**src/rtl/rule_infer.sv**
```systemverilog
`default_nettype none
// ============================================================================
//  Module   : rule_infer
//  Purpose  : Infers an elementary (radius-1, binary) cellular-automaton rule
//             from consecutive 20-cell generations on a periodic ring. Each
//             generation pair yields 20 (neighbourhood, next-value)
//             observations that fill in rule bits. A contradiction (either
//             against an already learned bit, or between two cells of the
//             same pair) latches a sticky conflict flag.
//  Ports    : clk       - clock, rising edge
//             res       - asynchronous active-low reset
//             in_valid  - in_state carries a generation this cycle
//             in_state  - 20-cell generation, bit p = cell p
//             restart   - synchronous clear of all learned knowledge
//             rule      - learned rule bits (bit k = next value for index k)
//             known     - bit k set once rule[k] has been observed
//             conflict  - sticky contradiction flag
//             done      - all eight rule bits known and no conflict
//             pair_cnt  - generation pairs processed, saturating at 255
//  Revision : 1.0  initial release
// ============================================================================
module rule_infer (
    input  logic        clk,
    input  logic        res,
    input  logic        in_valid,
    input  logic [19:0] in_state,
    input  logic        restart,
    output logic [7:0]  rule,
    output logic [7:0]  known,
    output logic        conflict,
    output logic        done,
    output logic [7:0]  pair_cnt
);

    localparam int unsigned c_NCELLS = 20;

    localparam logic [1:0] c_IDLE  = 2'd0;  // no previous generation held
    localparam logic [1:0] c_TRACK = 2'd1;  // previous generation held
    localparam logic [1:0] c_FAULT = 2'd2;  // contradiction found, frozen

    logic [1:0]          r_state;
    logic [1:0]          w_next_state;
    logic [c_NCELLS-1:0] r_prev;
    logic [7:0]          r_rule;
    logic [7:0]          r_known;
    logic [7:0]          r_cnt;
    logic                r_conflict;

    logic [2:0]          w_idx [c_NCELLS];
    logic [7:0]          w_seen0;
    logic [7:0]          w_seen1;
    logic [7:0]          w_seen;
    logic [7:0]          w_clash;
    logic                w_pair_bad;

    logic                w_capture;
    logic                w_learn;
    logic                w_commit;
    logic                w_flag;

    // Neighbourhood index per cell: {left, centre, right}, where the left
    // neighbour is the next-higher cell and the ring wraps at both ends.
    generate
        for (genvar p = 0; p < c_NCELLS; p++) begin : g_cell
            assign w_idx[p] = {r_prev[(p + 1) % c_NCELLS],
                               r_prev[p],
                               r_prev[(p + c_NCELLS - 1) % c_NCELLS]};
        end
    endgenerate

    // Collapse the 20 observations into "index k was seen with value 0" and
    // "index k was seen with value 1". Seeing both within one pair is a
    // contradiction regardless of what was learned before.
    always_comb begin
        w_seen0 = 8'h00;
        w_seen1 = 8'h00;
        for (int p = 0; p < c_NCELLS; p++) begin
            if (in_state[p]) begin
                w_seen1[w_idx[p]] = 1'b1;
            end else begin
                w_seen0[w_idx[p]] = 1'b1;
            end
        end
    end

    assign w_seen     = w_seen0 | w_seen1;
    assign w_clash    = (w_seen0 & w_seen1)
                      | (r_known & w_seen1 & ~r_rule)
                      | (r_known & w_seen0 &  r_rule);
    assign w_pair_bad = |w_clash;

    // ---------------- FSM: state register ----------------
    always_ff @(posedge clk or negedge res) begin
        if (!res) begin
            r_state <= c_IDLE;
        end else begin
            r_state <= w_next_state;
        end
    end

    // ---------------- FSM: next-state logic ----------------
    always_comb begin
        w_next_state = r_state;
        if (restart) begin
            w_next_state = c_IDLE;
        end else begin
            case (r_state)
                c_IDLE:  if (in_valid) w_next_state = c_TRACK;
                c_TRACK: if (in_valid && w_pair_bad) w_next_state = c_FAULT;
                c_FAULT: w_next_state = c_FAULT;
                default: w_next_state = c_IDLE;
            endcase
        end
    end

    // ---------------- FSM: output / control decode ----------------
    always_comb begin
        w_capture = 1'b0;
        w_learn   = 1'b0;
        if (!restart && in_valid) begin
            w_capture = (r_state == c_IDLE);
            w_learn   = (r_state == c_TRACK);
        end
        // A bad pair leaves rule/known untouched but still counts.
        w_commit = w_learn & ~w_pair_bad;
        w_flag   = w_learn &  w_pair_bad;
    end

    // ---------------- Datapath ----------------
    always_ff @(posedge clk or negedge res) begin
        if (!res) begin
            r_prev     <= '0;
            r_rule     <= 8'h00;
            r_known    <= 8'h00;
            r_cnt      <= 8'h00;
            r_conflict <= 1'b0;
        end else if (restart) begin
            r_prev     <= '0;
            r_rule     <= 8'h00;
            r_known    <= 8'h00;
            r_cnt      <= 8'h00;
            r_conflict <= 1'b0;
        end else begin
            if (w_capture || w_learn) begin
                r_prev <= in_state;
            end
            if (w_learn && (r_cnt != 8'hFF)) begin
                r_cnt <= r_cnt + 8'd1;
            end
            if (w_commit) begin
                // Unknown rule bits are always zero, so OR-ing in the newly
                // observed ones fills them without disturbing learned bits.
                r_known <= r_known | w_seen;
                r_rule  <= r_rule | (w_seen1 & ~r_known);
            end
            if (w_flag) begin
                r_conflict <= 1'b1;
            end
        end
    end

    assign rule     = r_rule;
    assign known    = r_known;
    assign conflict = r_conflict;
    assign done     = (r_known == 8'hFF) && !r_conflict;
    assign pair_cnt = r_cnt;

endmodule
`default_nettype wire

```
**config.mk**
```make
export PLATFORM = sky130hd
export DESIGN_NAME = rule_infer
export DESIGN_NICKNAME = d
export VERILOG_FILES = /design/src/rtl/rule_infer.sv
export SDC_FILE = /design/constraint.sdc
export NUM_CORES = 1
export LEC_CHECK = 0
export ABC_AREA = 1
export BUFFER_PORTS_ARGS = -buffer_cell sky130_fd_sc_hd__buf_2
export CORE_MARGIN = 3
export CORE_UTILIZATION = 30
export DETAILED_ROUTE_END_ITERATION = 10
export GPL_TIMING_DRIVEN = 0
export PLACE_DENSITY = 0.51
export SYNTH_ARGS = -nofsm -noshare
export SYNTH_HDL_FRONTEND = slang
export SYNTH_SLANG_ARGS = --single-unit
```
**constraint.sdc**
```tcl
create_clock -name clk -period 2.11 [get_ports clk]
set_clock_uncertainty 0.1 [all_clocks]
set_input_delay 0.3165 -clock clk [delete_from_list [all_inputs] [get_ports clk]]
set_output_delay 0.3165 -clock clk [all_outputs]
set_load 0.05 [all_outputs]
```
; Word level (Yosys, flattened, before mapping)
; Index checks and enable logic that the tools add are counted.
[totals]
input_bits = 24
wordCells = 237
ff_bits = 47
output_inout_bits = 26
[op_classes]
reduce_logical = 34
addsub = 1
n_lt_le_gt_ge = 40
eq_ne = 6
mux = 96
bitwise_logic = 54
[ops]
columns = operator, n
row1 = two-way mux 8 bit, 46
row2 = OR 8 bit, 43
row3 = < comparator 3 x 4 -> 1 bit (second input constant), 20
row4 = demux 1 bit (select 3 bit), 20
row5 = >= comparator 3 x 1 -> 1 bit (second input constant), 20
row6 = bitwise AND 8 bit, 6
row7 = two-way mux 20 bit, 2
row8 = logical AND 1 bit, 24
row9 = two-way mux 1 bit, 24
row10 = NOT 8 bit, 2
row11 = adder 8 x 1 -> 8 bit (second input constant), 1
row12 = equality test 8 bit (second input constant), 1
row13 = != test 8 bit (second input constant), 1
row14 = nonzero test 2 bit, 4
row15 = OR reduction 8 bit, 1
row16 = two-way mux 2 bit, 3
row17 = != test 3 bit (second input constant), 2
row18 = case mux 2 bit (3 select lines), 1
row19 = bitwise AND 1 bit, 2
row20 = equality test 2 x 1 -> 1 bit (second input constant), 1
row21 = equality test 2 bit (second input constant), 1
row22 = logical NOT 1 bit, 2
row23 = logical NOT 2 bit, 1
row24 = AND reduction 2 bit, 1
row25 = other kinds (2), 2

; Logic depth before layout (Yosys ltp)
; Gate-level depths: netlist of the first run.
[depth]
depth_word = 52
depth_mapped = 19
depth_no_buf = 18

; Worst setup path before layout of the first run
; OpenSTA, ideal clock, no wires.
[synth_path]
path_kind = reg-to-output
start = register r_known[5] (netlist: known[5])
end = output port done
path_stages_with_launch = 5
arrival_time_ps = 2585
required_time_ps = 1694
slack_ps = -891
path_cell_list = dfrtp_1 -> inv_1 -> nor4_1 -> nand3_1 -> nor4_1
[synth_between]
elab_chain_len = 2
[synth_lines]
columns = element, line_no
row1 = start: declaration, 45  ; logic [7:0] r_known;
row2 = start signal: assignment, 153  ; r_known <= r_known | w_seen;
row3 = equality test 8 bit, 165  ; assign done = (r_known == 8'hFF) && !r_conflict;
row4 = logical AND 1 bit, 165
row5 = end: declaration, 31  ; output logic done,
; No other way between the ends.

; Final worst setup path of the first run
[layout_path]
start = register r_prev[16]
end = register r_rule[5] (netlist: rule[5])
[layout_between]
elab_chain_len = 22
elab_cells_between_ends = 50
[layout_lines]
columns = element, line_no
row1 = start: declaration, 43  ; logic [c_NCELLS-1:0] r_prev;
row2 = start signal: assignment, 145  ; r_prev <= in_state;
row3 = < comparator 3 x 4 -> 1 bit (not written as such) / >= comparator 3 x 1 -> 1 bit (equally long branches), "79, 81"
row4 = logical AND 1 bit (not written as such), "79, 81"
row5 = two-way mux 1 bit (not written as such), "79, 81"
row6 = demux 1 bit (select 3 bit), "79, 81"
row7 = OR 8 bit (no source line), n/a
row8 = two-way mux 8 bit, 78  ; if (in_state[p]) begin
row9 = OR 8 bit (no source line), n/a
row10 = two-way mux 8 bit, 78
row11 = [... 5 more ...], n/a
row12 = two-way mux 8 bit, 78
row13 = bitwise AND 8 bit (2 in series), 88  ; | (r_known & w_seen1 & ~r_rule)
row14 = OR 8 bit, 88
row15 = OR 8 bit, 89  ; | (r_known & w_seen0 & r_rule);
row16 = OR reduction 8 bit, 90  ; assign w_pair_bad = |w_clash;
row17 = NOT 1 bit, 125  ; w_commit = w_learn & ~w_pair_bad;
row18 = bitwise AND 1 bit, 125
row19 = nonzero test 2 bit (no source line), n/a
row20 = end signal: assignment, 154  ; r_rule <= r_rule | (w_seen1 & ~r_known);
row21 = end: declaration, 44  ; logic [7:0] r_rule;
; Several ways; a longest one is shown, not always the timed one. The select of a mux whose other input is x is not followed.
; A chain may end at the register's enable or synchronous reset.

==> metrics.txt, run 1 <==
# TYPE chip_impl_metric gauge
chip_impl_info{name="status",value="complete, but fails checks"} 1
chip_impl_info{name="failed_checks",value="negative setup slack"} 1
chip_impl_metric{name="min_period",unit="ns"} 2.48
chip_impl_info{name="timing.hold.worst.class",value="in -> async"} 1
chip_impl_metric{name="clock_tree.buffer_depth",unit=""} 2
chip_impl_metric{name="timing.critical_path.fanout_max",unit=""} 5
chip_impl_metric{name="netlist-cell-type-count",unit=""} 31
chip_impl_metric{name="hpwl",unit="mm"} 25.7
chip_impl_metric{name="numClockSinks",unit=""} 47
chip_impl_metric{name="power",unit="W"} 0.00603
chip_impl_metric{name="dpl_cell_area",unit="um^2"} 6410
chip_impl_metric{name="hold_viol",unit=""} 0
chip_impl_metric{name="p_leak",unit="nW"} 3.76
chip_impl_metric{name="pwr_density_cell",unit="nW/um^2"} 806
chip_impl_metric{name="die_x",unit="um"} 146
chip_impl_metric{name="antenna_violating_nets_post_route",unit=""} 0
chip_impl_metric{name="gp_congestion",unit=""} 1.00
chip_impl_metric{name="worst_slack",unit="ns"} -0.373
chip_impl_metric{name="core_outline_area",unit="um^2"} 19000
chip_impl_metric{name="floorplan.initialDensity",unit="%"} 31.1
chip_impl_metric{name="synthToLayoutAreaGrowth",unit="%"} 26.5
chip_impl_info{name="clock_tree.root_cell",value="clkbuf_16"} 1
chip_impl_metric{name="n_fill_cell",unit=""} 2193
chip_impl_metric{name="globalRouteTotalUtil",unit="%"} 30.0
chip_impl_metric{name="finalInstanceArea",unit="um^2"} 7480
chip_impl_metric{name="vdd_ir_drop_max",unit="uV"} 358
chip_impl_metric{name="numCtsBuffers",unit=""} 5
chip_impl_metric{name="grt_start_max_net_pins",unit=""} 48
chip_impl_metric{name="aggregate_global_routing_overflow",unit=""} 0
chip_impl_metric{name="ys.warnings.count",unit=""} 0
chip_impl_info{name="rsz0062_at_grt",value="true"} 1
chip_impl_metric{name="final_max_slew_viol_count",unit=""} 0
chip_impl_metric{name="maxCapViolations",unit=""} 0
chip_impl_metric{name="relSlewSlack",unit="%"} 22.5
chip_impl_metric{name="n_antenna_cell",unit=""} 0
chip_impl_metric{name="fin_crit_sh",unit="%"} 118
chip_impl_metric{name="drt-vias-per-instance",unit=""} 5.63
chip_impl_metric{name="synth_area",unit="um^2"} 5910
chip_impl_metric{name="ff_latch_area",unit="um^2"} 1180
chip_impl_metric{name="syn_inst",unit=""} 1099
chip_impl_info{name="path_class",value="reg -> reg"} 1
chip_impl_metric{name="drt_first_pass_iters",unit=""} 6
chip_impl_metric{name="max_freq",unit="MHz"} 403
chip_impl_metric{name="yosys_register_bits",unit=""} 47
chip_impl_metric{name="syn-num-nets",unit=""} 1127
chip_impl_info{name="cts_tree",value="done"} 1
chip_impl_metric{name="arrival",unit="ns"} 2.62
chip_impl_metric{name="postCtsHoldBufs",unit=""} 0
chip_impl_metric{name="route.final.wire_length",unit="mm"} 33.1
chip_impl_metric{name="num-nets-final",unit=""} 1200
chip_impl_metric{name="antenna_violations_before_repair",unit=""} 0
chip_impl_metric{name="ctsHtreeMaxLevel",unit=""} 2
chip_impl_info{name="timing.critical_path.to_type",value="flip-flop"} 1
chip_impl_metric{name="drive_above_1_share",unit="%"} 25.3
chip_impl_metric{name="pin_count",unit=""} 50
chip_impl_metric{name="timing_worst_slew_pin_value",unit="ns"} 1.16
chip_impl_metric{name="num_rows",unit=""} 50
chip_impl_metric{name="port_buffers",unit=""} 31
chip_impl_info{name="crit_slowest_cell",value="dfrtp_1"} 1
chip_impl_info{name="worst_setup_path_start_kind",value="flip-flop"} 1
chip_impl_metric{name="first_global_vias",unit=""} 7315
chip_impl_metric{name="post_detailed_route_drc_marker_count",unit=""} 0
chip_impl_info{name="synth_top_flop_cell",value="dfrtp_1"} 1
chip_impl_info{name="cp_common_cell",value="nor2_1"} 1
chip_impl_metric{name="grt_first_pass_wirelength",unit="mm"} 48.2
chip_impl_metric{name="seq_area_frac_synth",unit="%"} 19.9
chip_impl_info{name="cp_cell_instances",value="buf_8 > nand2_2 > nor2_1 > nand2_1 > nand4_1 > nor2_2 > nand3_2 > nand2_1 > nand2_2 > nor2_4 > nand3_4 > buf_6 > nor2_4 > nor2_1 > nor2_1"} 1
chip_impl_metric{name="detailedRoute.firstIterationViolations",unit=""} 1018
chip_impl_metric{name="detail_route.wl_per_cell",unit="um"} 23.1
chip_impl_metric{name="clock_latency",unit="ns"} 0.32
chip_impl_metric{name="worst_setup_hold_path_clk_slew",unit="ns"} 0.08
chip_impl_metric{name="timing.critical_path.required",unit="ns"} 2.25
chip_impl_metric{name="postSynthAreaPerCell",unit="um^2"} 5.38
chip_impl_metric{name="num_vias",unit=""} 8068
chip_impl_info{name="worst_setup_path_startpoint",value="r_prev[16]"} 1
chip_impl_metric{name="die_area",unit="um^2"} 21400
chip_impl_metric{name="multiInputGateArea",unit="um^2"} 4450
chip_impl_metric{name="slowest_delay",unit="ns"} 0.42
chip_impl_metric{name="synth_enable_flop_cells",unit=""} 0
chip_impl_metric{name="proportion_of_register_bits_with_asynchronous_set_or_reset_after_synthesis",unit="%"} 100
chip_impl_metric{name="finalSetupViolations",unit=""} 19
chip_impl_info{name="rr_startpoint",value="r_prev[16]"} 1
chip_impl_metric{name="die_h",unit="um"} 146
[power by group]
part | internal [W] | switching [W] | total [W] | leakage, nW
sequential | 0.00103 | 0.000116 | 0.00115 | 0.617
combinational | 0.00125 | 0.00270 | 0.00396 | 3.06
clock | 0.000478 | 0.000445 | 0.000923 | 0.0772
[layer usage]
layer | GRT usage, % | share of wire [%] | up-vias
li1 | - | - | 3714
met1 | 45.2 | 45 | 3872
met2 | 45.2 | 43 | 437
met3 | 3.79 | 9.4 | 45
met4 | 7.71 | 2.7 | 0
met5 | 0 | 0 | -
[synthesized netlist by cell type (2+ instances only)]
cell      number  area, um^2
o21ai_0       19        95.1
nand4_1       60         375
buf_1          2        7.51
or2_2          8        50.1
dfrtp_1       47        1180
buf_6         11         124
ha_1           4        50.1
nand2_2        3        18.8
a21oi_1        4        20.0
nor2_1       207         777
nor4_1         9        56.3
o22ai_1        5        31.3
nand3_1      191         956
clkbuf_1      11        41.3
nor2_2         6        37.5
inv_2         25        93.8
nor3_1        12        60.1
nand2_1      362        1360
clkinv_1       6        22.5
inv_1         57         214
buf_4         22         165
buf_2         19        95.1
[registers in the layout, summed over array words and instances (netlist names)]
name,cells
r_prev,20
known,8
pair_cnt,8
rule,8
r_state,2
conflict,1
[worst max-delay path, delay by kind of cell, from the launching register on]
kind / cells / cell delay (ns)
buf+inv: 2 / 0.35
flops: 1 / 0.42
simple gates: 13 / 1.51
[path summary, 6_finish.rpt]
check	endpoint	slack (ns)	cells past startpoint
max	rule[5]	-0.37	15
min	r_prev[15]	0.11	1
min reg2reg	r_state[1]	0.38	2
max reg2reg	rule[5]	-0.37	15
min in group clk	r_prev[8]	0.23	3
max in group asynchronous	known[0]	0.97	1
[cell families after synthesis]
family	after synthesis	synth area share, %
AO/OA/AOI/OAI	31	2.88
XOR/XNOR	1	0.148
adder cells (fa/ha/maj)	4	0.847
buffers and inverters	154	13.0
flip-flops	47	19.9
AND/OR/NAND/NOR	862	63.2
[through the flow]
step | util, % | std cells | hold slack [ns] | setup TNS [ns] | worst slack (ns)
after global routing | 39.3 | 1433 | 0.221 | -7.74 | -0.454
after detailed placement | 33.7 | 1390 | 0.359 | -11.72 | -0.608
final | 39.3 | 1433 | 0.109 | -6.45 | -0.373
after global placement | 33.7 | 1390 | 0.362 | -11.84 | -0.633
after floorplan | - | 1099 | -0.0791 | 0 | 0.0105
after CTS | 38.4 | 1427 | 0.168 | -4.63 | -0.285
[layout by cell type, fill, tap and decap left out, types with 37 or more instances in the layout]
| master | count |
|---|---|
| dfrtp_1 | 40 |
| buf_4 | 38 |
| nand2_1 | 320 |
| inv_1 | 52 |
| nand4_1 | 60 |
| nand2_2 | 43 |
| nand3_1 | 181 |
| nor2_1 | 154 |
| nor2_2 | 37 |
| buf_2 | 44 |
[area by class of cell]
type,count,area share [%]
multi-input combinational,899,59.5
sequential,47,15.8
buffer,66,7.43
timing repair buffer,65,6.04
inverter,88,4.82
tap,260,4.35
clock buffer,6,1.86
clock inverter,2,0.184
[timing repair]
action                     CTS  global route
gates resized for setup    160            46
cloned                       5             0
setup buffers               24             6
pin swaps                   50            24
setup endpoints to repair   36            34
(Power assumes the default switching activity.)
==> run 2: changes to the inputs <==
--- a/config.mk
+++ b/config.mk
@@ -8,4 +8,5 @@
 export ABC_AREA = 1
+export ABC_CLOCK_PERIOD_IN_PS = 2110
 export BUFFER_PORTS_ARGS = -buffer_cell sky130_fd_sc_hd__buf_2
-export CORE_MARGIN = 3
+export CORE_MARGIN = 2
 export CORE_UTILIZATION = 30
--- a/constraint.sdc
+++ b/constraint.sdc
@@ -4,2 +4,2 @@
 set_output_delay 0.3165 -clock clk [all_outputs]
-set_load 0.05 [all_outputs]
+set_load 0.02 [all_outputs]
==> run 2 against run 1 <==
  * Combinational power is 3% lower
  * Critical path depth is 1 lower
  * Via count is 0.97% higher
  * Non-clock buffer count is 6 higher
  * Maximum frequency is 2.8% higher
  * Routed wire length is 6.0% lower
  * Sequential share of layout area is 0.38 points lower
  * Setup slack better by 0.067 ns
  * Sequential power hardly changed
  * Largest cell class unchanged
  * Cell count is 0.77% higher
  * The run still ends with negative setup slack left
  * Total power is 0.50% higher
  * Global-route usage is 0.26 points lower
==> metrics.txt, run 2 (synthesis gave the netlist of run 1 again) <==
# TYPE chip_impl_metric gauge
chip_impl_metric{name="die_area",unit="um^2"} 20800
chip_impl_metric{name="drt_first_pass_iters",unit=""} 5
chip_impl_metric{name="fin_crit_sh",unit="%"} 115
chip_impl_metric{name="relSlewSlack",unit="%"} 20.8
chip_impl_metric{name="numCtsBuffers",unit=""} 5
chip_impl_metric{name="detail_route.wl_per_cell",unit="um"} 21.6
chip_impl_metric{name="post-route-util",unit="%"} 39.4
chip_impl_metric{name="clock_latency",unit="ns"} 0.33
chip_impl_metric{name="power",unit="W"} 0.00606
chip_impl_info{name="failed_checks",value="negative setup slack"} 1
chip_impl_info{name="timing.critical_path.to_type",value="flip-flop"} 1
chip_impl_metric{name="gp_congestion",unit=""} 1.07
chip_impl_metric{name="floorplan.initialDensity",unit="%"} 30.5
chip_impl_metric{name="timing_worst_slew_pin_value",unit="ns"} 1.19
chip_impl_metric{name="pwr_density_cell",unit="nW/um^2"} 792
chip_impl_info{name="worst_setup_path_start_kind",value="flip-flop"} 1
chip_impl_metric{name="drive_above_1_share",unit="%"} 26.9
chip_impl_metric{name="reg2reg_depth",unit=""} 14
chip_impl_info{name="timing.hold.worst.class",value="in -> async"} 1
chip_impl_metric{name="timing.critical_path.required",unit="ns"} 2.25
chip_impl_info{name="cts_tree",value="done"} 1
chip_impl_metric{name="num-nets-final",unit=""} 1206
chip_impl_metric{name="pin_count",unit=""} 50
chip_impl_metric{name="largest_register_ffs",unit=""} 20
chip_impl_metric{name="grt_start_max_net_pins",unit=""} 48
chip_impl_info{name="most_common_cell_after_layout_fill_and_taps_aside",value="nand2_1"} 1
chip_impl_info{name="worst_setup_path_startpoint",value="r_prev[4]"} 1
chip_impl_info{name="layout_common_cells",value="325 x nand2_1, 168 x nand3_1, 148 x nor2_1"} 1
chip_impl_info{name="cp_cell_instances",value="buf_6 > buf_4 > nand4_1 > nand4_1 > nor2_2 > nand3_2 > nand2_1 > nand2_2 > nor2_4 > nand3_4 > buf_6 > nor2_2 > nor2_1 > nor2_1"} 1
chip_impl_metric{name="hpwl",unit="mm"} 24.0
chip_impl_metric{name="post_detailed_route_drc_marker_count",unit=""} 0
chip_impl_info{name="cp-endpoint",value="rule[5]"} 1
chip_impl_metric{name="worst_setup_hold_path_clk_slew",unit="ns"} 0.10
chip_impl_metric{name="route.final.wire_length",unit="mm"} 31.1
chip_impl_metric{name="drt-vias-per-instance",unit=""} 5.64
chip_impl_metric{name="antenna_violations_before_repair",unit=""} 0
chip_impl_info{name="status",value="complete, but fails checks"} 1
chip_impl_metric{name="hold_viol",unit=""} 0
chip_impl_metric{name="num_rows",unit=""} 51
chip_impl_metric{name="final_tns_setup",unit="ns"} -4.77
chip_impl_metric{name="postCtsHoldBufs",unit=""} 0
chip_impl_metric{name="numClockSinks",unit=""} 47
chip_impl_metric{name="max_freq",unit="MHz"} 414
chip_impl_metric{name="core_outline_area",unit="um^2"} 19400
chip_impl_info{name="regMostFlops",value="r_prev"} 1
chip_impl_metric{name="globalRouteTotalUtil",unit="%"} 29.8
chip_impl_metric{name="grt_first_pass_wirelength",unit="mm"} 45.4
chip_impl_info{name="rsz0062_at_grt",value="true"} 1
chip_impl_metric{name="detailedRoute.firstIterationViolations",unit=""} 1156
chip_impl_metric{name="port_buffers",unit=""} 31
chip_impl_metric{name="p_leak",unit="nW"} 3.82
chip_impl_metric{name="maxCapViolations",unit=""} 0
chip_impl_metric{name="vdd_ir_drop_max",unit="uV"} 336
chip_impl_metric{name="dpl_cell_area",unit="um^2"} 6400
chip_impl_metric{name="synthToLayoutAreaGrowth",unit="%"} 29.4
chip_impl_metric{name="reg2reg_setup_slack",unit="ns"} -0.31
chip_impl_metric{name="first_global_vias",unit=""} 7249
chip_impl_info{name="path_class",value="reg -> reg"} 1
chip_impl_info{name="rr_startpoint",value="r_prev[4]"} 1
chip_impl_metric{name="finalSetupViolations",unit=""} 19
chip_impl_info{name="crit_slowest_cell",value="dfrtp_2"} 1
chip_impl_metric{name="clock_tree.buffer_depth",unit=""} 2
chip_impl_metric{name="arrival",unit="ns"} 2.55
chip_impl_metric{name="finalInstanceArea",unit="um^2"} 7650
chip_impl_metric{name="final_max_slew_viol_count",unit=""} 0
chip_impl_metric{name="die_x",unit="um"} 144
chip_impl_metric{name="min_period",unit="ns"} 2.42
chip_impl_metric{name="die_h",unit="um"} 144
chip_impl_info{name="rr_endpoint",value="rule[5]"} 1
chip_impl_metric{name="n_antenna_cell",unit=""} 0
chip_impl_metric{name="slowest_delay",unit="ns"} 0.44
chip_impl_metric{name="aggregate_global_routing_overflow",unit=""} 0
chip_impl_metric{name="timing.critical_path.fanout_max",unit=""} 5
chip_impl_metric{name="antenna_violating_nets_post_route",unit=""} 0
chip_impl_metric{name="ctsHtreeMaxLevel",unit=""} 2
chip_impl_metric{name="worst_slack",unit="ns"} -0.306
chip_impl_info{name="clock_tree.root_cell",value="clkbuf_16"} 1
chip_impl_metric{name="num_vias",unit=""} 8146
==> run 2: cell types whose count changed in the layout (fill, tap and decap cells not counted), moves of 4 or more <==
cell,delta
buf_8,-6
buf_6,+10
nand3_2,+14
nand2_2,-6
inv_4,+4
nand3_1,-13
buf_12,+4
nor2_1,-6
nand2_1,+5
==> run 2: repair_timing <==
item                                   in CTS  in global routing
setup endpoints to repair                  33                 35
setup buffers                              21                 18
pin swaps                                  46                 44
cloned                                      2                  1
resized for setup                         100                126
endpoints found under the hold margin       0                  0
==> run 2: per-stage QoR <==
step	std cells	hold slack, ns	setup WS [ns]
6_report	1444	0.118	-0.306
2_1_floorplan	1099	-0.0791	0.142
3_3_place_gp	1395	0.363	-0.501
4_1_cts	1425	0.192	-0.255
3_5_place_dp	1395	0.364	-0.489
5_1_grt	1444	0.239	-0.427
==> run 2: layout make-up <==
class / instances / area [um^2]
repair buffers: 72 / 534
multi-input cells: 899 / 4520
clock inverters: 3 / 47.5
well taps: 265 / 332
plain buffers: 65 / 541
flip-flops and latches: 47 / 1180
clock buffers: 5 / 125
inverters: 88 / 368
fillers: 2257 / 11800
==> run 2: how the worst min path moves through the flow <==
stage               startpoint         end  slack, ns  cells after the start
global route               res  r_prev[11]       0.24                      1
global placement    r_state[1]  r_state[1]       0.36                      2
finish                     res  r_prev[11]       0.12                      1
CTS                        res  r_prev[12]       0.19                      1
detailed placement  r_state[1]  r_state[1]       0.36                      2
floorplan                  res    conflict      -0.08                      0
==> run 2: worst max-delay path: cells and delay by family, from the launching register on <==
| kind | cells | cell delay [ns] |
|---|---|---|
| flops | 1 | 0.44 |
| buf+inv | 3 | 0.46 |
| simple gates | 11 | 1.33 |
==> run 2: metal layers <==
metal | track usage [%] | share of wire, %
met2 | 44.0 | 42
met4 | 13.4 | 5.2
met5 | 0 | 0
met3 | 4.44 | 9.0
met1 | 42.6 | 43
==> run 2: power breakdown <==
group          total, W  leakage, nW  switching [W]  internal (W)
Sequential      0.00116        0.619       0.000133       0.00103
Combinational   0.00386         3.12        0.00254       0.00132
Clock           0.00103       0.0844       0.000465      0.000569
Total           0.00606         3.82        0.00314       0.00292
